### src/rtl/load_store_unit.sv
// Load/store unit: accepts one memory op from execute, drives a single-port RAM
// handshake (strobe/gnt, rvalid) and writes load results back to the register file.
module load_store_unit (
  input  logic        clk,
  input  logic        rst,
  input  logic        req_valid,
  output logic        req_ready,
  input  logic        is_load,
  input  logic        is_byte,
  input  logic [31:0] addr,
  input  logic [31:0] str_data,
  input  logic [3:0]  rd_addr,
  output logic [10:0] mem_addr,
  output logic [31:0] mem_wdata,
  output logic [3:0]  mem_be,
  output logic        mem_rd,
  output logic        mem_wr,
  input  logic        mem_gnt,
  input  logic [31:0] mem_rdata,
  input  logic        mem_rvalid,
  output logic [31:0] w_data_ldr,
  output logic [3:0]  w_addr_ldr,
  output logic        w_en_ldr,
  output logic        stall,
  output logic        align_err
);

  typedef enum logic [1:0] {S_IDLE, S_REQ, S_WAIT, S_WB} state_t;

  state_t      state, state_nx;
  logic        lat_load, lat_byte;
  logic [1:0]  lat_lane;
  logic [10:0] lat_waddr;
  logic [31:0] lat_wdata;
  logic [3:0]  lat_be;
  logic [3:0]  lat_rd;
  logic [31:0] ld_data;
  logic [31:0] rdata_sel;
  logic        misaligned, accept, capture;
  logic        addr_unused;

  // Only a 2K-word RAM sits behind this unit; upper address bits are don't-care.
  assign addr_unused = &{1'b0, addr[31:13]};

  assign misaligned = !is_byte && (addr[1:0] != 2'b00);

  always_comb begin
    req_ready = (state == S_IDLE);
    accept    = req_valid && req_ready && !misaligned;
    capture   = ((state == S_REQ) && mem_gnt && lat_load && mem_rvalid) ||
                ((state == S_WAIT) && mem_rvalid);
    mem_rd    = (state == S_REQ) && lat_load;
    mem_wr    = (state == S_REQ) && !lat_load;
    mem_be    = mem_wr ? lat_be : '0;
    mem_addr  = lat_waddr;
    mem_wdata = lat_wdata;
    stall     = (state != S_IDLE) || req_valid;
    w_en_ldr  = (state == S_WB);
    w_addr_ldr = lat_rd;
    w_data_ldr = ld_data;
  end

  always_comb begin
    rdata_sel = mem_rdata;
    if (lat_byte) begin
      case (lat_lane)
        2'd0:    rdata_sel = {24'h0, mem_rdata[7:0]};
        2'd1:    rdata_sel = {24'h0, mem_rdata[15:8]};
        2'd2:    rdata_sel = {24'h0, mem_rdata[23:16]};
        default: rdata_sel = {24'h0, mem_rdata[31:24]};
      endcase
    end
  end

  always_comb begin
    state_nx = state;
    case (state)
      S_IDLE: if (accept) state_nx = S_REQ;
      S_REQ: begin
        if (mem_gnt) begin
          if (!lat_load)       state_nx = S_IDLE;
          else if (mem_rvalid) state_nx = S_WB;
          else                 state_nx = S_WAIT;
        end
      end
      S_WAIT: if (mem_rvalid) state_nx = S_WB;
      default: state_nx = S_IDLE;
    endcase
  end

  always_ff @(posedge clk) begin
    if (rst) begin
      state     <= S_IDLE;
      lat_load  <= 1'b0;
      lat_byte  <= 1'b0;
      lat_lane  <= '0;
      lat_waddr <= '0;
      lat_wdata <= '0;
      lat_be    <= '0;
      lat_rd    <= '0;
      ld_data   <= '0;
      align_err <= 1'b0;
    end else begin
      state     <= state_nx;
      align_err <= req_valid && req_ready && misaligned;
      if (accept) begin
        lat_load  <= is_load;
        lat_byte  <= is_byte;
        lat_lane  <= addr[1:0];
        lat_waddr <= addr[12:2];
        lat_wdata <= is_byte ? {4{str_data[7:0]}} : str_data;
        lat_be    <= is_byte ? (4'b0001 << addr[1:0]) : 4'b1111;
        lat_rd    <= rd_addr;
      end
      if (capture) ld_data <= rdata_sel;
    end
  end

endmodule

### config.mk
export PLATFORM = sky130hd
export DESIGN_NAME = load_store_unit
export DESIGN_NICKNAME = d
export VERILOG_FILES = /design/src/rtl/load_store_unit.sv
export SDC_FILE = /design/constraint.sdc
export NUM_CORES = 1
export LEC_CHECK = 0
export ABC_AREA = 1
export CAP_MARGIN = 20
export CELL_PAD_IN_SITES_DETAIL_PLACEMENT = 0
export CELL_PAD_IN_SITES_GLOBAL_PLACEMENT = 1
export CORE_MARGIN = 4
export CORE_UTILIZATION = 27
export DETAILED_ROUTE_END_ITERATION = 6
export PLACE_DENSITY_LB_ADDON = 0.1
export SYNTH_ARGS = -nofsm -noshare
export SYNTH_HDL_FRONTEND = slang
export SYNTH_SLANG_ARGS = --single-unit
### constraint.sdc
create_clock -name clk -period 1.45 [get_ports clk]
set_input_delay 0.29 -clock clk [delete_from_list [all_inputs] [get_ports clk]]
set_output_delay 0.29 -clock clk [all_outputs]
set_load 0.05 [all_outputs]
Word-level counts from Yosys, hierarchy flattened:

Index checks and enable logic that the tools add are counted.

* RAM bits: 0
* register bits: 90
* latch bits: 0
* output and inout bits: 89
* bits of input ports: 107
* memories kept: 0
* word-level logic and storage cells: 50
* ROM bits: 0

* equality and inequality tests: 8
* order comparisons: 0
* shift operators: 1
* div/mod/pow operators: 0
* add/sub/neg operators: 0
* reductions and logical operators: 20
* bitwise gates (word level): 0
* muxes and demuxes: 11
* multiply operators: 0

Operators with widths (count)
* two-way mux 32 bit: 2
* case mux 8 bit (3 select lines): 1
* logical AND 1 bit: 10
* two-way mux 2 bit: 4
* two-way mux 4 bit: 2
* == test 2 bit, second input constant: 3
* case mux 2 bit (3 select lines): 1
* == test 2 x 1 -> 1 bit, second input constant: 2
* zero test 2 bit: 2
* inequality test 2 bit, second input constant: 2
* nonzero test 2 bit: 2
* << shifter 1 x 2 -> 4 bit, first input constant: 1
* zero test 1 bit: 3
* AND reduction 3 bit: 1
* logical OR 1 bit: 2
* inequality test 2 x 1 -> 1 bit, second input constant: 1
* two-way mux 1 bit: 1

Longest topological paths before layout:

Gate-level depths: netlist of the first run.

* depth after elaboration: 6
* depth in mapped cells: 9
* depth with buffers taken out: 8

Worst setup path after synthesis of the first run:

No wires, ideal clock.

* path type: register -> output
* start: register state[0]
* end: output mem_be[0]
* arrival: 2.105 ns
* path slack: -0.945 ns
* buffers on the path: 0
* stages on the path, launching flop included: 7
* path through: dfxtp_1 -> inv_2 -> nor2_2 -> inv_1 -> nor2_1 -> inv_1 -> nor2_1

* word-level cells in the longest chain between the ends: 3

RTL lines
* from (decl): RTL line 30 `state_t state, state_nx;`
* from (signal assigned): RTL line 104 `state <= state_nx;`
* == test 2 x 1 -> 1 bit: RTL line 53 `mem_wr = (state == S_REQ) && !lat_load;`
* logical AND 1 bit: RTL line 53
* net mem_wr: RTL line 17 `output logic mem_wr,`
* two-way mux 4 bit: RTL line 54 `mem_be = mem_wr ? lat_be : '0;`
* to (decl): RTL line 15 `output logic [3:0] mem_be,`

The timed path passes the listed nets, and every way through them passes these cells.

Worst setup path after layout of the first run:

* start: register state[1]
* end: output mem_be[1]

* word-level cells in the longest chain between the ends: 3

RTL lines (RTL line)
* == test 2 x 1 -> 1 bit: 53
* logical AND 1 bit: 53
* two-way mux 4 bit: 54

No other way between the ends.

==> impl_metrics.yaml, run 1 <==
finish:
  final_cells: 1055
  antennaDiodeCount: 0
  fillCellCount: 1299
  syn_to_final_growth_pct: 112
  final_area_um2: 8710
  drive_above_1_share_pct: 34.6
  fin_nets: 973
  final_core_util_pct: 59.2
sta:
  finalSetupTns_ps: -8770
  maxSlewViolCount: 0
  setup_ws_ps: -337
  fmax_ghz: 0.560
  worst_clock_skew_ps: 7.56
  timing.final.hold_violations: 0
  worst_pin_slew_ps: 514
  post-route-period-util_pct: 123
  setup_viol: 96
  max-slew-margin-rel_pct: 65.7
  hold_ws_ps: 460
  rsz0062_at_grt: "yes"
  fin_crit_ps: 1790
power_and_ir_drop:
  p_per_area_nw_per_um2: 939
  swShare_pct: 31.9
  power_frac_comb_pct: 34.0
  ir_drop_mv: 0.622
  p_int_mw: 5.57
  pwr-share-seq_pct: 34.6
  p_total_mw: 8.18
  clkPwrFrac_pct: 31.4
  p_sw_mw: 2.60
  leakagePower_nw: 3.79
yosys:
  synthXorXnorAreaFrac_pct: 0
  synth_top_area_share_pct: 43.9
  synth-seq-cells: 90
  synth_fp_nets: 751
  yosysSeqAreaShare_pct: 43.9
  synthMuxAreaShare_pct: 0
  synth_fa_ha_area_share_pct: 0
  synthSimpleGateAreaFrac_pct: 39.4
  synth_compound_area_share_pct: 8.81
  synth.largest_area_cell: "dfxtp_1"
  synth_top_family_by_area: "simple AND/OR/NAND/NOR gates"
  syn_area_um2: 4110
  synth_cell_types: 19
  ys_warn_count: 0
  synth_area_leaders: "dfxtp_1, nor2_1, nand2_1"
  syn_inst: 644
  synth.avg_cell_area_um2: 6.37
detailed_routing:
  ant_nets: 0
  wl_per_cell_um: 15.8
  dr_wl_met2_mm: 8.44
  drt_iter0_drc: 250
  wl_mm: 16.7
  drc_errors: 0
  wl_met3_mm: 1.32
  vias_per_cell: 4.61
  drt-pass1-iter-count: 5
  m1WireLength_mm: 6.67
  vias: 4865
  routed.top_layer: "met4"
run_status:
  violations: "setup timing"
  outcome: "complete, but fails checks"
die:
  initial_core_util_pct: 27.9
  rows: 44
  die_area_um2: 17200
  chipWidth_um: 131
  fp.dieH_um: 131
  boundaryPins: 196
  design.core.area_um2: 14700
global_routing:
  grt_max_degree: 53
  antenna_found_initial: 0
  grt_pass1_wl_mm: 23.5
  grt_pass1_vias: 4617
  grtUsageTotal_pct: 16.8
  overflow: 0
critical_path:
  cp_data_required_time_ps: 1160
  critPathKind: "reg -> out"
  worstPathArrival_ps: 1500
  cp-end-kind: "output port"
  worstPathMaxFanout: 4
  worst_setup_path_start_kind: "flip-flop"
clock_tree:
  clkTransAtPathRegs_ps: 60
  cts_buffers: 9
  clk_path_buf_depth: 2
  clk_latency_ps: 340
  cts_sinks: 90
  htree_levels: 3
  ctsHoldBuffers: 0
  clock-root-buffer: "clkbuf_16"
  cts_tree: "done"
placement:
  post-dp-hpwl_mm: 11.2
  dp_cells: 1007
  place_congestion: 0.873
  place_ws_ps: -279
  postPlaceCellArea_um2: 7260
  io_buffers: 176
worst_hold_path:
  hold_path_class: "reg -> reg"
job:
  max_cap_viol_count: 0
==> path summary, 6_finish.rpt <==
check	slack, ps	start	depth (start not counted)	end
hold reg to reg	460	lat_byte$_SDFFE_PP0P_	2	lat_byte$_SDFFE_PP0P_
setup reg to reg	-180	state[0]$_SDFFE_PP0P_	12	w_data_ldr[23]$_SDFFE_PP0P_
hold / removal	460	lat_byte$_SDFFE_PP0P_	2	lat_byte$_SDFFE_PP0P_
setup / recovery	-340	state[1]$_SDFFE_PP0P_	6	mem_be[1]
==> sequential cells by signal, summed over array words and instances, names as in the netlist, 2 cells and up <==
signal	cells
state	2
lat_be	4
w_addr_ldr	4
mem_wdata	32
lat_lane	2
mem_addr	11
w_data_ldr	32
==> final cells by class <==
class                      count  area, um2  area share [%]
clock buffer                  12        246            2.83
timing repair inverter         1       16.3           0.187
clock inverter                 4       73.8           0.848
inverter                      39        180            2.07
tap                          184        230            2.64
sequential                    90       1810            20.7
timing repair buffer         246       3610            41.4
multi-input combinational    479       2550            29.3
==> cell usage in the layout (no fill, tap or decap), types with 2 or more instances in the layout <==
master / instances
o21ai_0: 16
clkbuf_1: 2
buf_8: 7
buf_12: 102
nand3_2: 6
nor2_1: 132
o21ai_2: 21
o21ai_4: 3
nand3_4: 3
nor2_2: 33
buf_6: 10
nand3_1: 41
a21oi_2: 2
nand2_2: 13
bufinv_16: 2
clkinv_8: 3
nand2_4: 2
nand2_8: 5
inv_6: 2
dfxtp_1: 88
o21ai_1: 21
clkbuf_16: 19
inv_1: 28
a21oi_1: 6
inv_2: 7
nand2_1: 148
buf_4: 30
nor2_4: 25
clkdlybuf4s50_1: 87
==> critical path, cell delays in order (launching register included) <==
cell and delay [ps]:
dfxtp_4 350, nor2_4 120, inv_2 50, nor2_4 110
clkinvlp_4 210, nor2_4 170, buf_12 150
==> cell families (layout without fill, tap and decap cells) <==
family | after synthesis | after routing
AO/OA/AOI/OAI | 70 | 70
buffers and inverters | 76 | 302
flip-flops | 90 | 90
AND/OR/NAND/NOR | 408 | 409
==> timing repair <==
item	CTS	global route
endpoints found under the setup margin	9	94
gates cloned	0	18
pin swaps	3	62
setup buffers	5	9
gates resized for setup	17	207
==> cell usage after synthesis <==
library cell	n
inv_1	35
a21oi_4	1
buf_1	3
inv_2	4
a21oi_1	8
nand2_4	1
dfxtp_1	90
nand2_2	3
nand3_1	50
nor2_2	2
buf_4	2
nor4_1	1
buf_2	14
nor2_1	188
buf_6	2
o21ai_1	1
o21ai_0	60
nand2_1	163
clkbuf_1	16
==> routing by layer <==
layer	global-route usage, %	vias up
met5	0	-
met4	5.31	0
met3	7.07	16
met2	28.7	154
met1	19.0	2247
li1	-	2448
==> power groups by stage <==
stage	Clock [mW]	Sequential (mW)	Combinational [mW]
6_report	2.57	2.83	2.78
5_1_grt	2.74	2.84	2.94
4_1_cts	2.64	2.80	2.33
3_5_place_dp	0	2.86	2.29
3_3_place_gp	0	2.85	2.28
2_1_floorplan	0	3.26	0.634
(Power assumes the default switching activity.)
==> run 2, diff against run 1 <==
--- a/config.mk
+++ b/config.mk
@@ -9,10 +9,11 @@
 export CAP_MARGIN = 20
 export CELL_PAD_IN_SITES_DETAIL_PLACEMENT = 0
 export CELL_PAD_IN_SITES_GLOBAL_PLACEMENT = 1
-export CORE_MARGIN = 4
+export CORE_MARGIN = 1
 export CORE_UTILIZATION = 27
 export DETAILED_ROUTE_END_ITERATION = 6
-export PLACE_DENSITY_LB_ADDON = 0.1
+export HOLD_SLACK_MARGIN = 0.06
+export PLACE_DENSITY = 0.79
 export SYNTH_ARGS = -nofsm -noshare
 export SYNTH_HDL_FRONTEND = slang
 export SYNTH_SLANG_ARGS = --single-unit
==> run 2 against run 1 <==
  * The flow finishes with violations (DRC, setup timing)
  * Worst hold slack improved by 1.8 ps
  * Utilization shrank 3.3 points
  * Combinational power shrank 3%
  * First-iteration DRC count shrank 10%
  * Routed wire length decreased by 7.5%
  * Critical path depth increased by 1
  * Worst setup slack better by 5.4 ps
  * Global-route usage increased by 1.7 points
  * Critical path type unchanged
  * Critical endpoint unchanged
  * Largest cell class unchanged
  * Largest power group unchanged
==> impl_metrics.yaml, run 2 (synthesis gave the netlist of run 1 again) <==
detailed_routing:
  wl_per_cell_um: 14.8
  ant_nets: 0
  vias: 4732
  wl_mm: 15.4
  drc_errors: 10
  dr_wl_met2_mm: 7.29
  routed.top_layer: "met4"
  drt-pass1-iter-count: 7
  m1WireLength_mm: 6.21
  wl_met3_mm: 1.58
  vias_per_cell: 4.55
  drt_iter0_drc: 225
die:
  boundaryPins: 196
  chipWidth_um: 125
  fp.dieH_um: 125
  die_area_um2: 15700
  design.core.area_um2: 14700
  initial_core_util_pct: 27.9
  rows: 44
placement:
  post-dp-hpwl_mm: 10.2
  place_congestion: 0.818
  io_buffers: 176
  postPlaceCellArea_um2: 7230
critical_path:
  cp-end-kind: "output port"
  worstPathMaxFanout: 4
  worstPathArrival_ps: 1490
  critPathKind: "reg -> out"
  r2r_setup_slack_ps: -150
  worst_setup_path_start_kind: "flip-flop"
  cp_data_required_time_ps: 1160
worst_hold_path:
  hold_path_class: "reg -> reg"
finish:
  drive_above_1_share_pct: 27.8
  fin_nets: 959
  final_core_util_pct: 55.9
  final_area_um2: 8220
  antennaDiodeCount: 0
  fillCellCount: 1347
  final_common_cell: "nor2_1"
  syn_to_final_growth_pct: 100
  layout_common_cells: "nor2_1, nand2_1, buf_12"
global_routing:
  antenna_found_initial: 0
  grt_pass1_vias: 4527
  grtUsageTotal_pct: 18.5
  grt_max_degree: 41
  overflow: 0
  grt_pass1_wl_mm: 22.8
clock_tree:
  htree_levels: 3
  cts_tree: "done"
  clk_path_buf_depth: 2
  clkTransAtPathRegs_ps: 70
  cts_sinks: 90
  clk_latency_ps: 350
  ctsHoldBuffers: 0
  clock-root-buffer: "clkbuf_16"
  cts_buffers: 9
sta:
  timing.final.hold_violations: 0
  max-slew-margin-rel_pct: 65.5
  fin_crit_ps: 1780
  fmax_ghz: 0.561
  setup_viol: 95
  rsz0062_at_grt: "yes"
  hold_ws_ps: 462
  finalSetupTns_ps: -10320
  worst_pin_slew_ps: 517
  maxSlewViolCount: 0
  post-route-period-util_pct: 123
  worst_clock_skew_ps: 9.14
  setup_ws_ps: -331
run_status:
  violations: "DRC, setup timing"
  outcome: "complete, but fails checks"
power_and_ir_drop:
  p_total_mw: 7.79
  ir_drop_mv: 0.567
  p_per_area_nw_per_um2: 947
  leakagePower_nw: 3.63
job:
  max_cap_viol_count: 0
==> run 2: metrics by stage <==
stage	instances	worst slack, ps
floorplan	644	-237
global route	1040	-412
CTS	1019	-354
finish	1040	-331
detailed placement	999	-252
global placement	999	-220
==> run 2: layout make-up <==
type                       count  area, um2  share of cell area, %
timing repair buffer         232       3430                   41.8
multi-input combinational    479       2280                   27.8
sequential                    90       1810                   22.0
clock buffer                  11        253                   3.08
tap                          184        230                   2.80
inverter                      39        170                   2.07
clock inverter                 4       27.5                  0.335
timing repair inverter         1       16.3                  0.198
==> run 2: report_power, final <==
part	leakage [nW]	switching [mW]	internal, mW
clock network	0.141	1.04	1.25
registers	0.737	0.167	2.64
logic	2.75	1.37	1.32
==> run 2: critical path, cell delays in order, from the launching register on <==
cell        delay (ps)
dfxtp_2            350
inv_4               50
nor2_4              80
inv_2               50
nor2_4             100
clkinvlp_4         200
nor2_4             170
buf_12             140
==> run 2: final timing paths <==
| check | startpoint | endpoint | cells past startpoint |
|---|---|---|---|
| max reg2reg | state[0]$_SDFFE_PP0P_ | w_data_ldr[1]$_SDFFE_PP0P_ | 11 |
| min reg2reg | lat_be[0]$_SDFFE_PP0P_ | lat_be[0]$_SDFFE_PP0P_ | 2 |
| max | state[0]$_SDFFE_PP0P_ | mem_be[1] | 7 |
| min | lat_be[0]$_SDFFE_PP0P_ | lat_be[0]$_SDFFE_PP0P_ | 2 |
==> run 2: layer usage <==
| layer | vias up | track usage (%) |
|---|---|---|
| li1 | 2416 | - |
| met1 | 2134 | 21.0 |
| met2 | 165 | 29.7 |
| met3 | 17 | 8.60 |
| met4 | 0 | 7.89 |
| met5 | - | 0 |
==> run 2: repair_timing <==
action,in CTS,in global routing
endpoints found under the setup margin,11,89
cloned,0,14
buffers inserted,5,8
pin swaps,5,18
resized for setup,13,131
